## src/rtl/uart_char_rx_if.sv

```systemverilog
// Receive-side bundle between the UART pad logic and the character front end.
// The slave side is the receiver; the master side drives the line and baud select.
interface uart_char_rx_if;
  logic [2:0] i_baud;
  logic       i_rx;
  logic [7:0] o_char;
  logic       o_finished;
  logic       o_frame_err;

  modport master (
    output i_baud,
    output i_rx,
    input  o_char,
    input  o_finished,
    input  o_frame_err
  );

  modport slave (
    input  i_baud,
    input  i_rx,
    output o_char,
    output o_finished,
    output o_frame_err
  );
endinterface

```

## src/rtl/uart_char_rx.sv

```systemverilog
// 8N1 UART receive front end: 16x oversampled start/data/stop decoding with
// majority-vote bit decisions, one-cycle character and framing-error pulses.
module uart_char_rx #(
  parameter int CLK_FREQ   = 50000000,
  parameter int OVERSAMPLE = 16
) (
  input  logic          i_clk,
  input  logic          i_rst,
  uart_char_rx_if.slave bus
);

  typedef enum logic [2:0] {
    S_IDLE,
    S_START,
    S_DATA,
    S_STOP,
    S_BREAK
  } state_t;

  function automatic logic [15:0] calc_div(input int baud);
    int d;
    d = (CLK_FREQ + (OVERSAMPLE / 2) * baud) / (OVERSAMPLE * baud);
    if (d < 1) d = 1;
    if (d > 65535) d = 65535;
    return d[15:0];
  endfunction

  localparam logic [15:0] DIV_0 = calc_div(2400);
  localparam logic [15:0] DIV_1 = calc_div(4800);
  localparam logic [15:0] DIV_2 = calc_div(9600);
  localparam logic [15:0] DIV_3 = calc_div(19200);
  localparam logic [15:0] DIV_4 = calc_div(38400);
  localparam logic [15:0] DIV_5 = calc_div(57600);
  localparam logic [15:0] DIV_6 = calc_div(115200);
  localparam logic [15:0] DIV_7 = calc_div(230400);

  function automatic logic [15:0] div_lookup(input logic [2:0] sel);
    logic [15:0] r;
    case (sel)
      3'd0:    r = DIV_0;
      3'd1:    r = DIV_1;
      3'd2:    r = DIV_2;
      3'd3:    r = DIV_3;
      3'd4:    r = DIV_4;
      3'd5:    r = DIV_5;
      3'd6:    r = DIV_6;
      default: r = DIV_7;
    endcase
    return r;
  endfunction

  function automatic logic majority3(input logic a, input logic b, input logic c);
    return (a & b) | (a & c) | (b & c);
  endfunction

  logic        sync1_q, sync1_d;
  logic        rx_s_q, rx_s_d;
  state_t      state_q, state_d;
  logic [2:0]  baud_q, baud_d;
  logic [15:0] tick_cnt_q, tick_cnt_d;
  logic [3:0]  samp_q, samp_d;
  logic [2:0]  bit_idx_q, bit_idx_d;
  logic        s7_q, s7_d;
  logic        s8_q, s8_d;
  logic [7:0]  shift_q, shift_d;
  logic        stop_ok_q, stop_ok_d;
  logic        stop_bad_q, stop_bad_d;
  logic [7:0]  char_q, char_d;
  logic        finished_q, finished_d;
  logic        frame_err_q, frame_err_d;

  logic [15:0] div_sel;
  logic        tick;
  logic        decide;
  logic        bit_end;
  logic        maj;

  always_comb begin
    div_sel     = div_lookup(baud_q);
    tick        = (tick_cnt_q == (div_sel - 16'd1));
    decide      = tick && (samp_q == 4'd8);
    bit_end     = tick && (samp_q == 4'd15);
    maj         = majority3(s7_q, s8_q, rx_s_q);

    sync1_d     = bus.i_rx;
    rx_s_d      = sync1_q;
    state_d     = state_q;
    baud_d      = baud_q;
    tick_cnt_d  = tick_cnt_q;
    samp_d      = samp_q;
    bit_idx_d   = bit_idx_q;
    s7_d        = s7_q;
    s8_d        = s8_q;
    shift_d     = shift_q;
    stop_ok_d   = 1'b0;
    stop_bad_d  = 1'b0;
    char_d      = char_q;
    finished_d  = stop_ok_q;
    frame_err_d = stop_bad_q;

    // The stop decision is registered once more so the pulse and the new
    // character appear together one cycle after the mid-stop-bit vote.
    if (stop_ok_q) char_d = shift_q;

    if ((state_q == S_START) || (state_q == S_DATA) || (state_q == S_STOP)) begin
      tick_cnt_d = tick ? 16'd0 : tick_cnt_q + 16'd1;
      if (tick) begin
        samp_d = samp_q + 4'd1;
        if (samp_q == 4'd6) s7_d = rx_s_q;
        if (samp_q == 4'd7) s8_d = rx_s_q;
      end
    end

    case (state_q)
      S_IDLE: begin
        // IDLE is only entered with the line high, so a low level here is
        // the start-bit falling edge; counters are held clear for alignment.
        tick_cnt_d = 16'd0;
        samp_d     = 4'd0;
        if (!rx_s_q) begin
          state_d = S_START;
          baud_d  = bus.i_baud;
        end
      end
      S_START: begin
        if (decide && maj) begin
          state_d = S_IDLE;
        end else if (bit_end) begin
          state_d   = S_DATA;
          bit_idx_d = 3'd0;
        end
      end
      S_DATA: begin
        if (decide) shift_d = {maj, shift_q[7:1]};
        if (bit_end) begin
          if (bit_idx_q == 3'd7) state_d = S_STOP;
          else                   bit_idx_d = bit_idx_q + 3'd1;
        end
      end
      S_STOP: begin
        // Leave at mid-stop-bit so a back-to-back start bit is not missed.
        if (decide) begin
          if (maj) begin
            stop_ok_d = 1'b1;
            state_d   = S_IDLE;
          end else begin
            stop_bad_d = 1'b1;
            state_d    = S_BREAK;
          end
        end
      end
      S_BREAK: begin
        if (rx_s_q) state_d = S_IDLE;
      end
      default: state_d = S_IDLE;
    endcase
  end

  always_ff @(posedge i_clk or negedge i_rst) begin
    if (!i_rst) begin
      sync1_q     <= 1'b1;
      rx_s_q      <= 1'b1;
      state_q     <= S_IDLE;
      baud_q      <= 3'd0;
      tick_cnt_q  <= 16'd0;
      samp_q      <= 4'd0;
      bit_idx_q   <= 3'd0;
      s7_q        <= 1'b1;
      s8_q        <= 1'b1;
      shift_q     <= 8'd0;
      stop_ok_q   <= 1'b0;
      stop_bad_q  <= 1'b0;
      char_q      <= 8'd0;
      finished_q  <= 1'b0;
      frame_err_q <= 1'b0;
    end else begin
      sync1_q     <= sync1_d;
      rx_s_q      <= rx_s_d;
      state_q     <= state_d;
      baud_q      <= baud_d;
      tick_cnt_q  <= tick_cnt_d;
      samp_q      <= samp_d;
      bit_idx_q   <= bit_idx_d;
      s7_q        <= s7_d;
      s8_q        <= s8_d;
      shift_q     <= shift_d;
      stop_ok_q   <= stop_ok_d;
      stop_bad_q  <= stop_bad_d;
      char_q      <= char_d;
      finished_q  <= finished_d;
      frame_err_q <= frame_err_d;
    end
  end

  assign bus.o_char      = char_q;
  assign bus.o_finished  = finished_q;
  assign bus.o_frame_err = frame_err_q;

endmodule

```

## src/flat_wrapper.sv

```systemverilog
// flat-port wrapper written by rule: the top's interface ports become plain ports
module uart_char_rx_flat 
#(
  parameter int CLK_FREQ   = 50000000,
  parameter int OVERSAMPLE = 16
)
  (i_clk, i_rst, bus_i_baud, bus_i_rx, bus_o_char, bus_o_finished, bus_o_frame_err);
  uart_char_rx_if bus_i ();
  input  logic i_clk;
  input  logic i_rst;
  input wire logic [$bits(bus_i.i_baud)-1:0] bus_i_baud;
  input wire logic [$bits(bus_i.i_rx)-1:0] bus_i_rx;
  output wire logic [$bits(bus_i.o_char)-1:0] bus_o_char;
  output wire logic [$bits(bus_i.o_finished)-1:0] bus_o_finished;
  output wire logic [$bits(bus_i.o_frame_err)-1:0] bus_o_frame_err;
  assign bus_i.i_baud = bus_i_baud;
  assign bus_i.i_rx = bus_i_rx;
  assign bus_o_char = bus_i.o_char;
  assign bus_o_finished = bus_i.o_finished;
  assign bus_o_frame_err = bus_i.o_frame_err;
  uart_char_rx #(.CLK_FREQ(CLK_FREQ), .OVERSAMPLE(OVERSAMPLE)) u_core (.i_clk(i_clk), .i_rst(i_rst), .bus(bus_i));
endmodule
```

## config.mk

```make
export PLATFORM = sky130hd
export DESIGN_NAME = uart_char_rx_flat
export DESIGN_NICKNAME = d
export VERILOG_FILES = /design/src/rtl/uart_char_rx_if.sv /design/src/rtl/uart_char_rx.sv /design/src/flat_wrapper.sv
export SDC_FILE = /design/constraint.sdc
export NUM_CORES = 1
export LEC_CHECK = 0
export CAP_MARGIN = 20
export CELL_PAD_IN_SITES_DETAIL_PLACEMENT = 1
export CELL_PAD_IN_SITES_GLOBAL_PLACEMENT = 1
export CORE_ASPECT_RATIO = 1.4
export CORE_UTILIZATION = 47
export DETAILED_ROUTE_END_ITERATION = 6
export PLACE_DENSITY_LB_ADDON = 0.1
export SETUP_SLACK_MARGIN = 0.05
export SLEW_MARGIN = 20
export SYNTH_ARGS = -nofsm -noshare
export SYNTH_HDL_FRONTEND = slang
export SYNTH_SLANG_ARGS = --single-unit
```

## constraint.sdc

```tcl
create_clock -name i_clk -period 3.8 [get_ports i_clk]
set_clock_uncertainty 0.1 [all_clocks]
set_input_delay 0.57 -clock i_clk [delete_from_list [all_inputs] [get_ports i_clk]]
set_output_delay 0.57 -clock i_clk [all_outputs]
set_load 0.02 [all_outputs]
```

==> summary.md <==
| Metric | Value |
|---|---|
| Status | complete, no violations |
| Post-DR vias/cell | 5.78 |
| Yosys cell types | 54 |
| CP cell instances | inv_1 -> nor3_1 -> ha_1 -> xor2_1 -> o21ai_1 -> a31o_1 -> nor4_4 -> nand3_2 -> a21oi_2 -> nor2_1 |
| Cts hold-fix bufs | 0 |
| Static Leak | 1.43 nW |
| Logic gate share of total power | 20.7% |
| Final worst slack | 0.530 ns |
| Wirelength per Cell | 17.0 um |
| Max Cap Viol | 0 |
| Routability-driven placement congestion ratio | 0.792 |
| Internal power | 0.866 mW |
| Core area | 0.00586 mm2 |
| Number of global-route vias before repair | 2,195 |
| Yosys top cell by area | dfrtp_1 |
| Clock power frac | between 20% and 30% |
| Synth async-reset ratio | 100% |
| Synth top area share | 42.7% |
| Setup TNS | 0 ns |
| Max rail drop VDD | around 0.00023 V |
| Final Instance Area | about 0.0031 mm2 |
| Largest net degree at the start of global routing | 32 |
| Die H | between 90 and 100 um |
| Primary FF master, synth | dfrtp_1 |
| F_max | ~300 MHz |
| Clock period minus worst slack | 3.27 ns |
| Slowest-stage cell, CP | dfrtp_1 |
| H-tree depth | 2 |
| RSZ-0062 raised after global routing | no |
| Remaining DRCs | 0 |
| Num rows | 33 |
| Sequential area share after synthesis | 46.4% |
| Num CTS Buffers | 5 |
| Clk Latency, worst-skew pair | 0.31 ns |
| ANT nets after route | 0 |
| Sequential share of power | between 50% and 60% |
| Fin crit share | a little under nine tenths |
| Worst Path Arrival | 3.35 ns |
| Syn nets | 293 |
| Area after DPL | around 0.0030 mm2 |
| FF-to-FF End | u_core.tick_cnt_q[4] |
| Initial Utilization | 49.0% |
| Initial DRC Count | 45 |
| Final setup fails | 0 |
| HPWL Detailed | about 4500 um |
| CTS tree | done |
| Reg2Reg Setup Slack | 0.53 ns |
| CTS sink cnt | 53 |
| Crit path kind | flop to flop |
| Seq cells post-synth | 53 |
| Wirelength, routed | 6110 um |
| Post-CTS Setup Bufs | 0 |
| Crit end category | flop |
| Clock transition at the registers of the reported paths | about 0.11 ns |
| Top cells by count, synth | dfrtp_1, nor2_1, mux2_2, nand2_1, xor2_1 |
| Pre-antenna DRT Iters | 4 |
| Via Count | 2,075 |
| Mapped cell area | around 0.0029 mm2 |
| Initial antenna violation count | 0 |
| Final Hold Vio Count | 0 |
| Average size of a mapped cell | 10.3 um2 |
| NetSw | 0.447 mW |
| Post-synth EDFFs | 0 |
| Post-Synthesis Cells | 280 |
| Synth area leaders | dfrtp_1, mux2_2, nor2_1 |
| Power Density | ~420 mW/mm2 |
| Least-Margin Pin Slew | 0.880 ns |
| Worst setup SP type | flop |
| Final core occ | a little over half |
| CTS max path bufs | 2 |
| Worst hold path class | input port to async pin |
| CP Data Required Time | roughly 3.9 ns |
| Slew margin rel. | 40.8% |
| FF-to-FF Start | u_core.baud_q[2] |
| Synth Warn # | 0 |
| Net Sw Frac | 34.0% |
| Ant. Diodes | 0 |
| Die footprint | 0.00643 mm2 |
| Root Driver | clkbuf_8 |
| First-pass GRT wire length | 10,400 um |
| Area growth syn-to-layout | 9.06% |
| Worst-path maximum fanout | 17 |
| Tot GR Track Use | 22.0% |
| PortBufs | 15 |
| Reg2reg path depth | 10 |
| Share of cells above drive strength 1 | 15.9% |
| IO Count | 16 |
| Max Slew Vio Count | 0 |
| Max incr delay on CP | 0.72 ns |
| Remaining Overflow, GRT | 0 |
| Most numerous cell in the Yosys netlist | dfrtp_1 |
| Setup WS pre-CTS | ~0.5 ns |
| NumNets Final | 301 |
| # resized after CTS | 0 |
| Chip width | 68.1 um |
==> metrics by stage <==
stage | total power, mW | std cells | hold WS, ns
after global placement | 0.976 | 351 | 0.236
after detailed placement | 0.995 | 351 | 0.241
after global routing | 1.40 | 359 | 0.158
after CTS | 1.33 | 359 | 0.134
after floorplan | 0.916 | 280 | 0.174
final | 1.31 | 359 | 0.124
==> logic make-up after synthesis <==
family,count (synthesis),share of synthesized area (%)
buf+inv,25,4.01
simple gates,112,20.9
flops,53,46.4
compound gates,35,8.71
fa+ha+maj,8,3.40
mux,23,9.02
xor+xnor,24,7.58
==> final cells by class <==
| class | count | area, um2 |
|---|---|---|
| Clock buffer | 5 | 68.8 |
| Clock inverter | 3 | 21.3 |
| Fill cell | 661 | 2730 |
| Inverter | 8 | 30.0 |
| Multi-Input combinational cell | 202 | 1430 |
| Sequential cell | 53 | 1330 |
| Tap cell | 70 | 87.6 |
| Timing Repair Buffer | 18 | 168 |
==> worst max-delay path by stage <==
stage | start | endpoint | slack, ns | cells after the start
2_1_floorplan | u_core.baud_q[0] | u_core.samp_q[3] | 1.13 | 11
3_3_place_gp | u_core.baud_q[2] | u_core.tick_cnt_q[14] | 0.71 | 10
3_5_place_dp | u_core.baud_q[2] | u_core.tick_cnt_q[4] | 0.50 | 10
4_1_cts | u_core.baud_q[2] | u_core.tick_cnt_q[4] | 0.48 | 10
5_1_grt | u_core.baud_q[2] | u_core.tick_cnt_q[6] | 0.18 | 9
6_report | u_core.baud_q[2] | u_core.tick_cnt_q[4] | 0.53 | 10
==> sequential cells by signal, indices dropped and copies added, names as in the netlist, 3 cells and up <==
register,flops
u_core.state_q,3
u_core.bit_idx_q,3
u_core.samp_q,4
u_core.shift_q,8
u_core.baud_q,3
u_core.bus.o_char,8
u_core.tick_cnt_q,16
==> power by group through the flow <==
stage          clock (mW)  sequential [mW]  combinational (mW)
3_5_place_dp            0            0.721               0.273
5_1_grt             0.365            0.723               0.311
4_1_cts             0.341            0.710               0.276
6_report            0.331            0.710               0.272
2_1_floorplan           0            0.667               0.249
3_3_place_gp            0            0.718               0.258
==> worst max-delay path, delay by kind of cell (launching register included) <==
kind | cells | cell delay, ns
xor gates and xnor gates | 1 | 0.16
adders and majority gates | 1 | 0.28
and+or+nand+nor | 4 | 0.83
DFF | 1 | 0.72
buffers and inverters | 1 | 0.15
AOI/OAI and AO/OA | 3 | 0.88
==> routing by layer <==
layer  routed length [um]  GRT usage [%]
met1                 2590           25.3
met2                 3270           38.2
met3                  101           4.23
met4                  148           9.72
met5                    0              0
==> placed cells by master (no fill, tap or decap), types with 3 or more instances in the layout <==
cell	count
dfrtp_1	49
nor2_1	39
mux2_2	23
nand2_1	18
xor2_1	15
clkdlybuf4s50_1	14
nand3_1	9
inv_1	8
nor3_1	8
xnor2_1	8
ha_1	7
a21oi_1	6
nand4_1	6
o21ai_0	5
nand2b_1	5
clkbuf_8	5
a31oi_1	4
and3_1	4
dfstp_2	4
o211ai_1	3
buf_4	3
(Power assumes the default switching activity.)
